## config.mk

```make
export PLATFORM = sky130hd
export DESIGN_NAME = regfile_32x64
export DESIGN_NICKNAME = d
export VERILOG_FILES = /design/src/rtl/regfile_32x64_pkg.sv /design/src/rtl/regfile_32x64_parts.sv /design/src/rtl/regfile_32x64.sv
export SDC_FILE = /design/constraint.sdc
export NUM_CORES = 2
export LEC_CHECK = 0
export CORE_MARGIN = 4
export CORE_UTILIZATION = 35
export DETAILED_ROUTE_END_ITERATION = 10
export GPL_TIMING_DRIVEN = 0
export RECOVER_POWER = 25
export SYNTH_ARGS = -nofsm -noshare
export SYNTH_HDL_FRONTEND = slang
export SYNTH_HIERARCHICAL = 1
export SYNTH_SLANG_ARGS = --single-unit
```

## constraint.sdc

```tcl
create_clock -name clk -period 7.85 [get_ports clk]
set_input_delay 1.1775 -clock clk [delete_from_list [all_inputs] [get_ports clk]]
set_output_delay 1.1775 -clock clk [all_outputs]
set_load 0.01 [all_outputs]
```

## src/rtl/regfile_32x64_pkg.sv

```systemverilog
// Shared CPU definitions used by the register file: address width, the
// hardwired-zero register index and the architectural word type.
package cpu_pkg;

  localparam int REG_ADDR_W = 5;
  localparam logic [REG_ADDR_W-1:0] XZR = 5'd31;

  typedef logic [63:0] word_t;

endpackage : cpu_pkg

```

## src/rtl/regfile_32x64_parts.sv

```systemverilog
// Building blocks of the register file: the gated 5:32 write decoder and the
// 32:1 word mux that forms each read port.
module decoder5_32
  import cpu_pkg::*;
(
  input  logic                  en_i,
  input  logic [REG_ADDR_W-1:0] sel_i,
  output logic [31:0]           out_o
);

  // XZR has no storage, so its enable never rises even when selected.
  always_comb begin
    out_o = '0;
    if (en_i) begin
      out_o[sel_i] = 1'b1;
    end
    out_o[XZR] = 1'b0;
  end

endmodule : decoder5_32

module mux32_word
  import cpu_pkg::*;
#(
  parameter int WIDTH = 64
) (
  input  logic [WIDTH-1:0]      data_i [32],
  input  logic [REG_ADDR_W-1:0] sel_i,
  output logic [WIDTH-1:0]      data_o
);

  assign data_o = data_i[sel_i];

endmodule : mux32_word

```

## src/rtl/regfile_32x64.sv

```systemverilog
// 32 x 64-bit architectural register file: one write port, two combinational
// read ports, X31 reads as zero, optional write-through bypass.
module regfile_32x64
  import cpu_pkg::*;
#(
  parameter int WIDTH  = 64,
  parameter int NREGS  = 32,
  parameter int BYPASS = 0
) (
  input  logic                  clk,
  input  logic                  reset,
  input  logic                  RegWrite,
  input  logic [REG_ADDR_W-1:0] WriteRegister,
  input  logic [WIDTH-1:0]      WriteData,
  input  logic [REG_ADDR_W-1:0] ReadRegister1,
  input  logic [REG_ADDR_W-1:0] ReadRegister2,
  output logic [WIDTH-1:0]      ReadData1,
  output logic [WIDTH-1:0]      ReadData2
);

  logic [NREGS-1:0] wr_en;
  logic [WIDTH-1:0] regs_q [NREGS-1];
  logic [WIDTH-1:0] mux_in [NREGS];
  logic [WIDTH-1:0] port1_data;
  logic [WIDTH-1:0] port2_data;
  logic             hit1;
  logic             hit2;

  decoder5_32 u_decoder (
    .en_i  (RegWrite),
    .sel_i (WriteRegister),
    .out_o (wr_en)
  );

  for (genvar g = 0; g < NREGS - 1; g++) begin : g_reg
    always_ff @(posedge clk) begin
      if (reset) begin
        regs_q[g] <= '0;
      end else if (wr_en[g]) begin
        regs_q[g] <= WriteData;
      end
    end
    assign mux_in[g] = regs_q[g];
  end

  assign mux_in[NREGS-1] = '0;

  mux32_word #(.WIDTH(WIDTH)) u_rd_mux1 (
    .data_i (mux_in),
    .sel_i  (ReadRegister1),
    .data_o (port1_data)
  );

  mux32_word #(.WIDTH(WIDTH)) u_rd_mux2 (
    .data_i (mux_in),
    .sel_i  (ReadRegister2),
    .data_o (port2_data)
  );

  // The decoded enable already excludes XZR and idle cycles, so it doubles as
  // the bypass match; a reset cycle drops the write and thus the bypass.
  always_comb begin
    hit1      = (BYPASS != 0) && !reset && wr_en[ReadRegister1];
    hit2      = (BYPASS != 0) && !reset && wr_en[ReadRegister2];
    ReadData1 = hit1 ? WriteData : port1_data;
    ReadData2 = hit2 ? WriteData : port2_data;
  end

endmodule : regfile_32x64

```

Word level (Yosys, flattened, before mapping):

Memories as Yosys holds them, arrays and structs flattened.
Cells that the tools add are included.

* order comparisons: 4
* muxes and demuxes: 135
* bitwise logic cells: 33
* reduce and logical (&&, ||, !) cells: 1

Operators by type and width (count)
* two-way mux 64 bit: 35
* binary-select mux 64 bit (select 5 bit): 2
* two-way mux 1 bit: 96
* two-way mux 31 bit: 1
* OR 1 bit: 31
* greater-or-equal comparator 6 bit, second input constant: 2
* NOT 5 -> 6 bit: 2
* < comparator 5 x 6 -> 1 bit, second input constant: 1
* demux 1 bit (select 5 bit): 1
* greater-or-equal comparator 5 x 1 -> 1 bit, second input constant: 1
* logical AND 1 bit: 1

* register bits: 0
* memory bits (writable): 1984
* input port bits: 82
* logic and storage cells: 174
* memories kept: 1

Memory list
* regs_q: depth 31, bits a word 64, read ports 31, clocked after memory_dff 0, write ports 31, line regfile_32x64.sv:22 `logic [WIDTH-1:0] regs_q [NREGS-1];`

Longest topological paths before layout:

* depth in word-level cells: 9
* mapped depth: 8
* depth with buffers taken out: 4

Cells and area by module:

The synthesis kept the hierarchy.

Modules (own cells, without submodules)
* regfile_32x64: times used 1, cells an instance 4633, area an instance 80847.5 um^2, sequential area each 59577.1 um^2
* mux32_word: times used 2, cells an instance 1011, area an instance 16129.2 um^2, sequential area each 0.0 um^2
* decoder5_32: times used 1, cells an instance 48, area an instance 237.7 um^2, sequential area each 0.0 um^2

Worst setup path after synthesis:

OpenSTA, ideal clock, no wires.

* path kind: in2out
* from: in ReadRegister1[2]
* to: out ReadData1[0]
* arrival: 2.992 ns
* required time: 6.673 ns
* path slack: 3.681 ns
* stages: 6
* path buffers: 3
* cell sequence: buf_4 -> clkbuf_1 -> clkbuf_1 -> mux4_2 -> mux4_2 -> mux2_2

* word-level cells in the longest chain between the ends: 4

RTL lines
* from (decl): line regfile_32x64.sv:15 `input logic [REG_ADDR_W-1:0] ReadRegister1,`
* NOT 5 -> 6 bit (not written as such): line regfile_32x64_parts.sv:32 `assign data_o = data_i[sel_i];`
* binary-select mux 64 bit (select 5 bit): line regfile_32x64_parts.sv:32
* two-way mux 64 bit (not written as such) (2 in a row): line regfile_32x64_parts.sv:32
* to (decl): line regfile_32x64.sv:17 `output logic [WIDTH-1:0] ReadData1,`

Every way passes these cells. The select of a mux whose other input is x is not followed.

Worst setup path in the final report:

* from: in ReadRegister1[4]
* to: out ReadData1[50]

The elaborated chain is that of the path after synthesis.

==> results.cfg <==
[die]
start_util = 0.3523
dieWidth_um = 577.0
rows = 208
pin_count = 210
fp.dieH_um = 577.0
die_area_mm2 = 0.3330
coreArea_mm2 = 0.3217

[global_route]
grt.overflow.total = 0
grt_use_total = 0.3489
grt_pass1_wl_mm = 761.3
grt_max_degree = 41
antenna_found_initial = 107
grt_pass1_vias = 77960

[cells_and_area]
drive_above_1_share = 0.2791
top_regs = regs_q (1984)
mostFrequentLayoutCells = 1984 x and3b_1, 1984 x edfxtp_1, 1132 x mux4_2
largest_reg_flops = 1984
syn_to_final_growth_pct = 14.21
final_util = 0.4024
fin_nets = 7382
top_register = regs_q

[critical_path]
critPathMaxFanout = 10
path_class = primary input to output port
slowest_delay_ns = 1.26
arrival_ns = 7.20
end_kind = output port
crit_path_cell_trace = clkbuf_1, buf_2, or2_2, buf_1, buf_1, o22ai_1, a221oi_1, clkdlybuf4s50_1
crit_top_cell = buf_1
cp.required_ns = 6.67
cp_top_family = buffers and inverters
slowest_stage = a221oi_1
crit_buf_inv = 5
crit_path_start_kind = primary input

[drt]
drc = 0
vias = 82350
wl_met1_mm = 198.8
drt-initial-drc-count = 15670
dr.max_layer_used = met5
routed_wl_mm = 596.4
ant_nets = 0
routedWlPerCell_um = 50.33
routed-wl-met2_mm = 235.9
dr_wl_met3_mm = 99.69
via_per_inst = 6.949
dr.pass1.iters = 9

[timing]
slew_headroom = -2.051
rsz0062_at_grt = no
hold_ws_ns = 1.096
period_share = 1.067
hold_viol = 0
finalCriticalPeriod_ns = 8.374
setup_ws_ns = -0.5242
drv_slew = 472
setup_viol = 16
worst_pin_slew_ns = 4.577
max_freq_mhz = 119.4

[clocking]
ctsHoldBuffers = 0
postCtsSetupBuffers = 0
cts.repair.resized = 0
cts_tree = done
htreeDepth = 4
clk_path_buf_depth = 4
cts.sinks = 1984
clk_transition_reported_paths_ns = 0.06
tritoncts.num_buffers = 222
root_buffer = clkbuf_16

[hold_path]
whs_path_depth = 4
hold_start = reset
hold_class = primary input to register
hold_path_end = regs_q[1][63]

[outcome]
violations = max-capacitance violations, max-slew violations, negative setup slack
outcome = complete, but fails checks

[run]
maxCapViolations = 36

[placed_design]
place_congestion = 1.011
dp_slack_ns = 0.1591
port_buffers = 198
dp_hpwl_mm = 428.0

[power]
powerDensity_mw_per_mm2 = 214.0
p_leak_uw = 0.05119
peakVddDrop_v = 0.0002176

[synthesis]
synthCells = 6701
synth.avg_cell_area_um2 = 16.91
ys_warn_count = 6
synth_area_mm2 = 0.1133
## routing by layer
metal	vias up	GRT usage
met4	26	0.2834
met3	1906	0.1719
met5	-	0.007461
met2	8587	0.4664
met1	43000	0.4204
li1	28840	-
## worst max path at each step
| stage | cells after the start | slack [ns] | from | to |
|---|---|---|---|---|
| final | 8 | -0.52 | ReadRegister1[4] | ReadData1[50] |
| after global routing | 8 | 0.02 | ReadRegister1[4] | ReadData1[50] |
| after CTS | 8 | 0.15 | ReadRegister2[2] | ReadData2[2] |
| after detailed placement | 8 | 0.16 | ReadRegister2[2] | ReadData2[2] |
| after global placement | 8 | -0.07 | ReadRegister1[2] | ReadData1[42] |
| after floorplan | 6 | 3.68 | ReadRegister1[2] | ReadData1[0] |
## power breakdown
part | switching (uW) | internal, uW
logic | 3170 | 1820
clock network | 4580 | 5580
registers | 292 | 12300
total | 8040 | 19700
## cell type report
cell class | instances | area, um^2
Fill cell | 29520 | 192200
Sequential cell | 1984 | 59580
Buffer | 966 | 5318
Clock inverter | 112 | 807.0
Antenna cell | 83 | 207.7
Inverter | 4 | 15.01
Multi-Input combinational cell | 3874 | 49080
Timing Repair Buffer | 248 | 3203
Tap cell | 4305 | 5386
Clock buffer | 274 | 5836
## metrics by stage
stage	TNS (ns)	power (uW)	cell area, um^2	instances
2_1_floorplan	0	14970	113800	6828
5_1_grt	0	27990	129200	11780
6_report	-2.277	27700	129400	11850
3_5_place_dp	0	17480	122500	11380
4_1_cts	0	27360	129100	11770
3_3_place_gp	-0.1439	17360	121200	11330
Note: power is estimated with default switching activity, not from simulation.
